--- src/rtl/rs7_5_gf8_decoder.sv ---
// Serial RS(7,5) decoder over GF(8), single-symbol correction.
// Define RS7_5_ERR_CNT_EN to build the corrected-codeword counter.
module rs7_5_gf8_decoder #(
  parameter int EMIT_PARITY = 1
) (
  input  logic        clk,
  input  logic        rst,
  input  logic        in_valid,
  output logic        in_ready,
  input  logic [2:0]  in_sym,
  output logic        out_valid,
  input  logic        out_ready,
  output logic [2:0]  out_sym,
  output logic        out_last,
  output logic        out_corrected,
  output logic        out_uncorr,
  output logic [15:0] err_cnt
);

  typedef enum logic [1:0] {COLLECT, SOLVE, EMIT} state_t;

  localparam logic [2:0] LAST = (EMIT_PARITY != 0) ? 3'd6 : 3'd4;

  function automatic logic [2:0] gf_mul(input logic [2:0] a, input logic [2:0] b);
    logic [4:0] p;
    p = '0;
    for (int i = 0; i < 3; i++)
      if (b[i]) p = p ^ ({2'b00, a} << i);
    if (p[4]) p = p ^ 5'b10110;
    if (p[3]) p = p ^ 5'b01011;
    return p[2:0];
  endfunction

  function automatic logic [2:0] gf_inv(input logic [2:0] a);
    logic [2:0] r;
    unique case (a)
      3'd1:    r = 3'd1;
      3'd2:    r = 3'd5;
      3'd3:    r = 3'd6;
      3'd4:    r = 3'd7;
      3'd5:    r = 3'd2;
      3'd6:    r = 3'd3;
      3'd7:    r = 3'd4;
      default: r = 3'd0;
    endcase
    return r;
  endfunction

  state_t     state, state_nx;
  logic [2:0] sym_buf [7];
  logic [2:0] s1, s2, count, idx, p, loc, mag;
  logic       corrected, uncorr;
  logic       acc, out_hs, fix, bad;

  assign acc    = in_valid && in_ready;
  assign out_hs = out_valid && out_ready;
  assign fix    = (s1 != 3'd0) && (s2 != 3'd0);
  assign bad    = (s1 == 3'd0) ^ (s2 == 3'd0);

  always_ff @(posedge clk) begin
    if (rst) state <= COLLECT;
    else     state <= state_nx;
  end

  always_comb begin
    state_nx = state;
    case (state)
      COLLECT: if (acc && count == 3'd6) state_nx = SOLVE;
      SOLVE:   state_nx = EMIT;
      EMIT:    if (out_hs && out_last) state_nx = COLLECT;
      default: state_nx = COLLECT;
    endcase
  end

  always_comb begin
    in_ready      = (state == COLLECT);
    out_valid     = (state == EMIT);
    out_last      = (state == EMIT) && (idx == LAST);
    out_corrected = corrected;
    out_uncorr    = uncorr;
    out_sym       = '0;
    if (state == EMIT)
      out_sym = sym_buf[idx] ^ ((corrected && p == loc) ? mag : 3'd0);
  end

  always_ff @(posedge clk) begin
    if (acc) sym_buf[count] <= in_sym;
  end

  always_ff @(posedge clk) begin
    if (rst) begin
      s1 <= '0; s2 <= '0; count <= '0; idx <= '0;
      p <= '0; loc <= '0; mag <= '0;
      corrected <= 1'b0; uncorr <= 1'b0;
    end else begin
      case (state)
        COLLECT: if (acc) begin
          s1 <= gf_mul(s1, 3'd2) ^ in_sym;
          s2 <= gf_mul(s2, 3'd4) ^ in_sym;
          if (count != 3'd6) count <= count + 3'd1;
        end
        SOLVE: begin
          loc       <= gf_mul(s2, gf_inv(s1));
          mag       <= gf_mul(gf_mul(s1, s1), gf_inv(s2));
          corrected <= fix;
          uncorr    <= bad;
          idx       <= '0;
          p         <= 3'd5;
        end
        EMIT: if (out_hs) begin
          // p tracks a^(6-idx), the locator value of the symbol on the output
          p   <= gf_mul(p, 3'd5);
          idx <= idx + 3'd1;
          if (out_last) begin
            s1 <= '0; s2 <= '0; count <= '0; idx <= '0; p <= '0;
            corrected <= 1'b0; uncorr <= 1'b0;
          end
        end
        default: ;
      endcase
    end
  end

`ifdef RS7_5_ERR_CNT_EN
  always_ff @(posedge clk) begin
    if (rst)
      err_cnt <= '0;
    else if (state == SOLVE && fix && err_cnt != 16'hFFFF)
      err_cnt <= err_cnt + 16'd1;
  end
`else
  assign err_cnt = 16'h0000;
`endif

endmodule

--- config.mk ---
export PLATFORM = sky130hd
export DESIGN_NAME = rs7_5_gf8_decoder
export DESIGN_NICKNAME = d
export VERILOG_FILES = /design/src/rtl/rs7_5_gf8_decoder.sv
export SDC_FILE = /design/constraint.sdc
export NUM_CORES = 1
export LEC_CHECK = 0
export BUFFER_PORTS_ARGS = -buffer_cell sky130_fd_sc_hd__buf_2
export CORE_AREA = 2 2 75 77
export DETAILED_ROUTE_END_ITERATION = 10
export DIE_AREA = 0 0 77 79
export PLACE_DENSITY = 0.9
export SYNTH_ARGS = -nofsm -noshare
export SYNTH_HDL_FRONTEND = slang
export SYNTH_SLANG_ARGS = --single-unit
export TNS_END_PERCENT = 1
--- constraint.sdc ---
create_clock -name clk -period 6 [get_ports clk]
set_clock_uncertainty 0.05 [all_clocks]
set_input_delay 1.2 -clock clk [delete_from_list [all_inputs] [get_ports clk]]
set_output_delay 1.2 -clock clk [all_outputs]
set_load 0.01 [all_outputs]
==> results of run 1 <==
## logic make-up (layout without fill, tap and decap cells)
kind of cell | Yosys count | after routing | synth area share
compound gates | 65 | 65 | 0.142
xor+xnor | 23 | 23 | 0.0715
fa+ha+maj | 15 | 15 | 0.0620
buf+inv | 45 | 34 | 0.0843
flops | 49 | 49 | 0.394
mux | 14 | 14 | 0.0587
other cells | 1 | 16 | 0.00124
simple gates | 117 | 117 | 0.186
## worst reg2reg max path, delay by kind of cell, from the launching register on
kind | cells | cell delay (ns)
and+or+nand+nor | 2 | 0.49
buffers and inverters | 1 | 0.13
muxes | 1 | 0.13
adders and majority gates | 1 | 0.31
AOI/OAI and AO/OA | 3 | 0.67
DFF | 1 | 0.71
## layout by cell type (no fill, tap or decap), drive strengths merged, types with 4 or more instances in the layout
master,Yosys,final
buf,24,14
clkbuf,9,5
mux2i,11,11
o21ai,14,14
nor3,18,18
or3,5,5
edfxtp,21,21
nand2,27,27
conb,1,16
ha,15,15
inv,12,13
dfxtp,28,28
xnor2,16,16
xor2,7,7
nor2,36,36
nand2b,8,8
a31oi,4,4
nand3,6,6
a21oi,21,21
## per-layer routing
metal / track usage / vias to the layer above / share of wire
met5: 0 / - / 0
met4: 0.0821 / 0 / 0.021
met3: 0.0193 / 8 / 0.053
met2: 0.332 / 87 / 0.49
met1: 0.251 / 1112 / 0.44
li1: - / 1135 / -
## per-stage QoR
stage          setup WS (ns)  instances  area, um2  power (mW)
3_5_place_dp            3.19        397       3030       0.488
4_1_cts                 2.85        405       3130       0.685
2_1_floorplan           3.22        344       3080       0.477
3_3_place_gp            3.23        397       3030       0.483
5_1_grt                 2.75        405       3130       0.712
6_report                2.84        405       3130       0.685
## state kept, by name, summed over array words and instances (netlist names), 2 cells and up, named ones only
register	cells
loc	3
s2	3
p	3
s1	3
sym_buf	21
mag	3
count	3
idx	3
state	2
## how the worst max path moves through the flow
stage | end | slack, ns | cells past startpoint
floorplan | out_sym[0] | 3.22 | 5
global placement | out_sym[0] | 3.23 | 5
detailed placement | out_sym[2] | 3.19 | 5
CTS | out_sym[2] | 2.85 | 5
global route | out_sym[0] | 2.75 | 5
finish | out_sym[0] | 2.84 | 5
## cell type report
type | instances | area (um2)
multi-input cells | 250 | 1640
fillers | 442 | 2210
clock inverters | 3 | 26.3
repair buffers | 14 | 70.1
well taps | 72 | 90.1
flip-flops and latches | 49 | 1190
inverters | 12 | 45.0
clock buffers | 5 | 68.8
## power by group
part           switching (mW)  internal, mW  total, mW
Sequential             0.0186         0.355      0.374
Clock                   0.118        0.0848      0.202
Combinational          0.0639        0.0445      0.108
==> results.sh, run 1 <==
export IMPL_yosysTopAreaCell="edfxtp_1"
export IMPL_whs_path_depth=1
export IMPL_grt_overflow_total=0
export IMPL_hp_start="out_uncorr"
export IMPL_crit_chain="mux4_2 > mux2i_1 > xnor2_1 > nor2_1 > buf_2"
export IMPL_rsz0062_at_grt="false"
export IMPL_rr_endpoint="loc[2]"
export IMPL_ys_warn_count=0
export IMPL_n_antenna_cell=0
export IMPL_peakVddDrop_v=0.000104
export IMPL_antenna_found_initial=0
export IMPL_path_delay_family="multiplexers"
export IMPL_critPathLaunchType="flop"
export IMPL_cts_sinks=49
export IMPL_clockBufferDepth=2
export IMPL_clk_pin_slew_worst_paths_ns=0.10
export IMPL_fin_crit_ns=3.16
export IMPL_synth_commonest_cells="nor2_1 (36), dfxtp_1 (28), nand2_1 (27), a21oi_1 (21), edfxtp_1 (21)"
export IMPL_critPathBufInv=1
export IMPL_die_h_um=79
export IMPL_worst_endpoint_required_ns=4.75
export IMPL_slew_violations=0
export IMPL_slew_headroom=0.483
export IMPL_synth_flop_cell="dfxtp_1"
export IMPL_die_w_um=77
export IMPL_core_um2=5340
export IMPL_htreeDepth=2
export IMPL_synth_seq_cells=49
export IMPL_io_pins=31
export IMPL_grt_pass1_vias=2070
export IMPL_power_leakage_nw=1.17
export IMPL_drt_wl_total_um=5890
export IMPL_syn_area_um2=3030
export IMPL_cts_buffers=5
export IMPL_avgRoutedWirePerCell_um=14.6
export IMPL_synth_edf_count=21
export IMPL_portBuffers=14
export IMPL_routabilityCongestion=0.848
export IMPL_netlist_top_cells_area="edfxtp_1 (21%), dfxtp_1 (19%), ha_1 (6.2%), buf_4 (4.5%), nor2_1 (4.5%)"
export IMPL_ff2ff_setup_slack_ns=3.41
export IMPL_root_buffer="clkbuf_8"
export IMPL_hp_class="reg2reg"
export IMPL_tns_ns=0
export IMPL_hold_viol_final=0
export IMPL_crit_type="reg2out"
export IMPL_postCtsSetupRepairBufs=0
export IMPL_cpPeakStageDelay_ns=0.54
export IMPL_yosysUniqueCellTypes=60
export IMPL_synthArstFlopShare=0
export IMPL_final_util=0.586
export IMPL_worst_path_max_fanout=6
export IMPL_critPathCaptureType="output port"
export IMPL_num_rows=27
export IMPL_hpwlAfterDp_um=4460
export IMPL_syn_to_final_growth_pct=3.35
export IMPL_tightest_slew_ns=0.768
export IMPL_reg2regPathDepth=8
export IMPL_synth_top_cell_area_share=0.208
export IMPL_seq_area_frac_synth=0.394
export IMPL_setup_viol=0
export IMPL_drive_gt1_frac=0.114
export IMPL_syn_area_per_cell_um2=9.20
export IMPL_power_density_nw_per_um2=219
export IMPL_clock_latency_ns=0.31
export IMPL_grt_max_degree=27
export IMPL_whs_endpoint="out_uncorr"
export IMPL_ctsResizeCount=0
export IMPL_max_cap_violations=0
export IMPL_ant_nets=0
export IMPL_initial_core_util=0.567
export IMPL_die_area_um2=6080
export IMPL_vias_per_cell=5.78
export IMPL_final_nets=354
export IMPL_max_freq_ghz=0.317
export IMPL_post_synth_top_count_cell="nor2_1"
export IMPL_whs_ns=0.449
export IMPL_outcome="complete, no violations"
export IMPL_grt_use_total=0.194
export IMPL_vias=2342
export IMPL_fin_crit_sh=0.526
export IMPL_drt_first_pass_iters=4
export IMPL_drc=0
export IMPL_drtIter0Drc=189
export IMPL_synthCells=329
export IMPL_hold_buffers=0
export IMPL_cts_tree="yes"
export IMPL_critPathSlowestCell="mux4_2"
export IMPL_critical_path_arrival_ns=1.91
export IMPL_grt_pass1_wl_um=9540
export IMPL_r2r_start="s1[2]"
(Power assumes the default switching activity.)
==> run 2: changes to the inputs <==
Settings changed: ABC_AREA from default to 1, CORE_AREA 2 2 75 77 to 2 2 76 78, DIE_AREA 0 0 77 79 to 0 0 78 80.
Clock period 6 ns to 3.3 ns, I/O delays scaled along.
==> run 2 against run 1 <==
  * Global-route usage increased by 2.1 points
  * Area after synthesis increased by 2.1%
  * Synthesized cell count increased by 22%
  * Cell area increased by 3.8%
  * Die area increased by 2.6%
  * Critical path depth increased by 2
  * Count of clock-buffer cells in the layout unchanged
  * Utilization increased by 1.5 points
==> results.sh, run 2 <==
export IMPL_grt_use_total=0.214
export IMPL_syn_area_per_cell_um2=7.69
export IMPL_r2r_start="state[0]"
export IMPL_syn_to_final_growth_pct=5.06
export IMPL_final_cells=485
export IMPL_yosysTopAreaCell="edfxtp_1"
export IMPL_avgRoutedWirePerCell_um=12.9
export IMPL_rsz0062_at_grt="false"
export IMPL_final_util=0.601
export IMPL_largest_reg_flops=21
export IMPL_routabilityCongestion=0.931
export IMPL_n_antenna_cell=0
export IMPL_path_delay_family="compound AO/OA/AOI/OAI gates"
export IMPL_initial_core_util=0.572
export IMPL_crit_path_end="out_sym[0]"
export IMPL_netlist_top_cells_area="edfxtp_1 (20%), dfxtp_1 (18%), nand2_1 (8.9%), ha_1 (6.1%), nor2_1 (5.8%)"
export IMPL_synth_flop_cell="dfxtp_1"
export IMPL_critPathSlowestCell="dfxtp_1"
export IMPL_largest_register="sym_buf"
export IMPL_hp_start="out_uncorr"
export IMPL_outcome="complete, no violations"
export IMPL_place_inst=477
export IMPL_post_synth_top_count_cell="nand2_1"
export IMPL_mostFrequentLayoutCells="nand2_1 (73), nor2_1 (48), inv_1 (43)"
export IMPL_slew_headroom=0.606
export IMPL_cpPeakStageDelay_ns=0.48
export IMPL_fin_crit_ns=2.69
export IMPL_fin_crit_sh=0.814
export IMPL_clock_latency_ns=0.31
export IMPL_final_nets=434
export IMPL_hpwlAfterDp_um=4780
export IMPL_drtIter0Drc=205
export IMPL_drt_first_pass_iters=4
export IMPL_drc=0
export IMPL_cts_sinks=49
export IMPL_num_rows=27
export IMPL_power_leakage_nw=1.41
export IMPL_synth_commonest_cells="nand2_1 (73), nor2_1 (48), inv_1 (43), a21oi_1 (30), o21ai_0 (29)"
export IMPL_ctsResizeCount=0
export IMPL_grt_pass1_wl_um=10600
export IMPL_crit_type="reg2out"
export IMPL_seq_area_frac_synth=0.385
export IMPL_cts_buffers=5
export IMPL_synthArstFlopShare=0
export IMPL_synth_seq_cells=49
export IMPL_syn_area_um2=3090
export IMPL_synth_edf_count=21
export IMPL_vias_per_cell=5.21
export IMPL_max_cap_violations=0
export IMPL_antenna_found_initial=0
export IMPL_power_mw=2.74
export IMPL_die_area_um2=6240
export IMPL_critPathBufInv=2
export IMPL_synth_top_cell_area_share=0.204
export IMPL_ff2ff_setup_slack_ns=1.09
export IMPL_ant_nets=0
export IMPL_postCtsSetupRepairBufs=0
export IMPL_rr_endpoint="count[1]"
export IMPL_clk_pin_slew_worst_paths_ns=0.09
export IMPL_peakVddDrop_v=0.000486
export IMPL_drt_wl_total_um=6250
export IMPL_fillers=479
export IMPL_critPathCaptureType="output port"
export IMPL_critPathLaunchType="flop"
export IMPL_tns_ns=0
export IMPL_setup_viol=0
export IMPL_reg2regPathDepth=9
export IMPL_core_um2=5410
export IMPL_power_density_nw_per_um2=844
export IMPL_crit_chain="clkinv_1 > nor2_1 > o22ai_1 > a22oi_1 > o21ai_0 > a21oi_1 > buf_2"
export IMPL_htreeDepth=2
export IMPL_hp_class="reg2reg"
export IMPL_worst_endpoint_required_ns=2.59
export IMPL_clockBufferDepth=2
export IMPL_tightest_slew_ns=0.586
export IMPL_final_common_cell="nand2_1"
export IMPL_io_pins=31
export IMPL_grt_max_degree=17
export IMPL_grt_pass1_vias=2478
export IMPL_yosysUniqueCellTypes=37
export IMPL_slew_violations=0
export IMPL_synthCells=402
export IMPL_portBuffers=14
export IMPL_critical_path_arrival_ns=1.98
export IMPL_worst_path_max_fanout=10
export IMPL_hold_buffers=0
export IMPL_drive_gt1_frac=0.136
export IMPL_die_h_um=80
export IMPL_die_w_um=78
export IMPL_max_freq_ghz=0.372
export IMPL_vias=2529
export IMPL_root_buffer="clkbuf_8"
export IMPL_cts_tree="yes"
export IMPL_hold_viol_final=0
export IMPL_grt_overflow_total=0
export IMPL_ys_warn_count=0
export IMPL_cp_num_cells=7
## run 2: cell types whose count changed in the layout (fill, tap and decap cells not counted), sizes merged, moves of 3 or more
cell	previous run	this run
mux4	3	0
clkinv	0	4
or3	5	0
mux2i	11	0
nor2	36	57
a21oi	21	30
nor3	18	1
nand2	27	79
a21o	3	0
xnor2	16	3
nand2b	8	0
inv	13	47
o21ai	14	33
nand3	6	34
## run 2: per-stage QoR
stage / hold slack, ns / setup WS, ns / instance area, um2
floorplan: 0.410 / 1.32 / 3150
global placement: 0.401 / 1.09 / 3110
detailed placement: 0.408 / 1.00 / 3110
CTS: 0.420 / 0.639 / 3250
global route: 0.429 / 0.419 / 3250
finish: 0.416 / 0.614 / 3250
## run 2: final cells by class
class                   count  area [um2]  share of cell area
repair buffers             14        70.1              0.0216
multi-input cells         292        1570               0.485
inverters                  50         189              0.0582
flip-flops and latches     49        1190               0.367
well taps                  72        90.1              0.0277
clock buffers               5        68.8              0.0212
clock inverters             3        65.1              0.0200
## run 2: power breakdown
group          total, mW  leakage [nW]  switching [mW]  internal [mW]
combinational       1.30         0.925           0.867          0.436
clock              0.504        0.0681           0.203          0.301
sequential         0.933         0.419           0.172          0.761
## run 2: how the worst min path moves through the flow
stage / to / slack, ns / cells after the start
floorplan: p[1] / 0.41 / 2
global placement: out_uncorr / 0.40 / 2
detailed placement: out_uncorr / 0.41 / 2
CTS: out_uncorr / 0.42 / 2
global route: out_uncorr / 0.43 / 2
finish: out_uncorr / 0.42 / 2
## run 2: routing by layer
layer / global-route usage / routed length, um
met1: 0.246 / 2660
met2: 0.399 / 3210
met3: 0.0339 / 234
met4: 0.0807 / 149
met5: 0 / 0
## run 2: worst reg2reg max path: stages (launching register included)
cell and delay [ns]:
dfxtp_1 0.34, inv_1 0.09, ha_1 0.49, inv_2 0.20
nor2_1 0.17, nor2_1 0.10, a31oi_1 0.26, nand2_1 0.16
o21ai_0 0.18, a21oi_1 0.06
## run 2: kinds of logic after synthesis
group                    synth area share
AO/OA/AOI/OAI                       0.133
XOR/XNOR                           0.0283
adder cells (fa/ha/maj)            0.0607
buffers and inverters               0.124
flip-flops                          0.385
other                             0.00121
AND/OR/NAND/NOR                     0.268
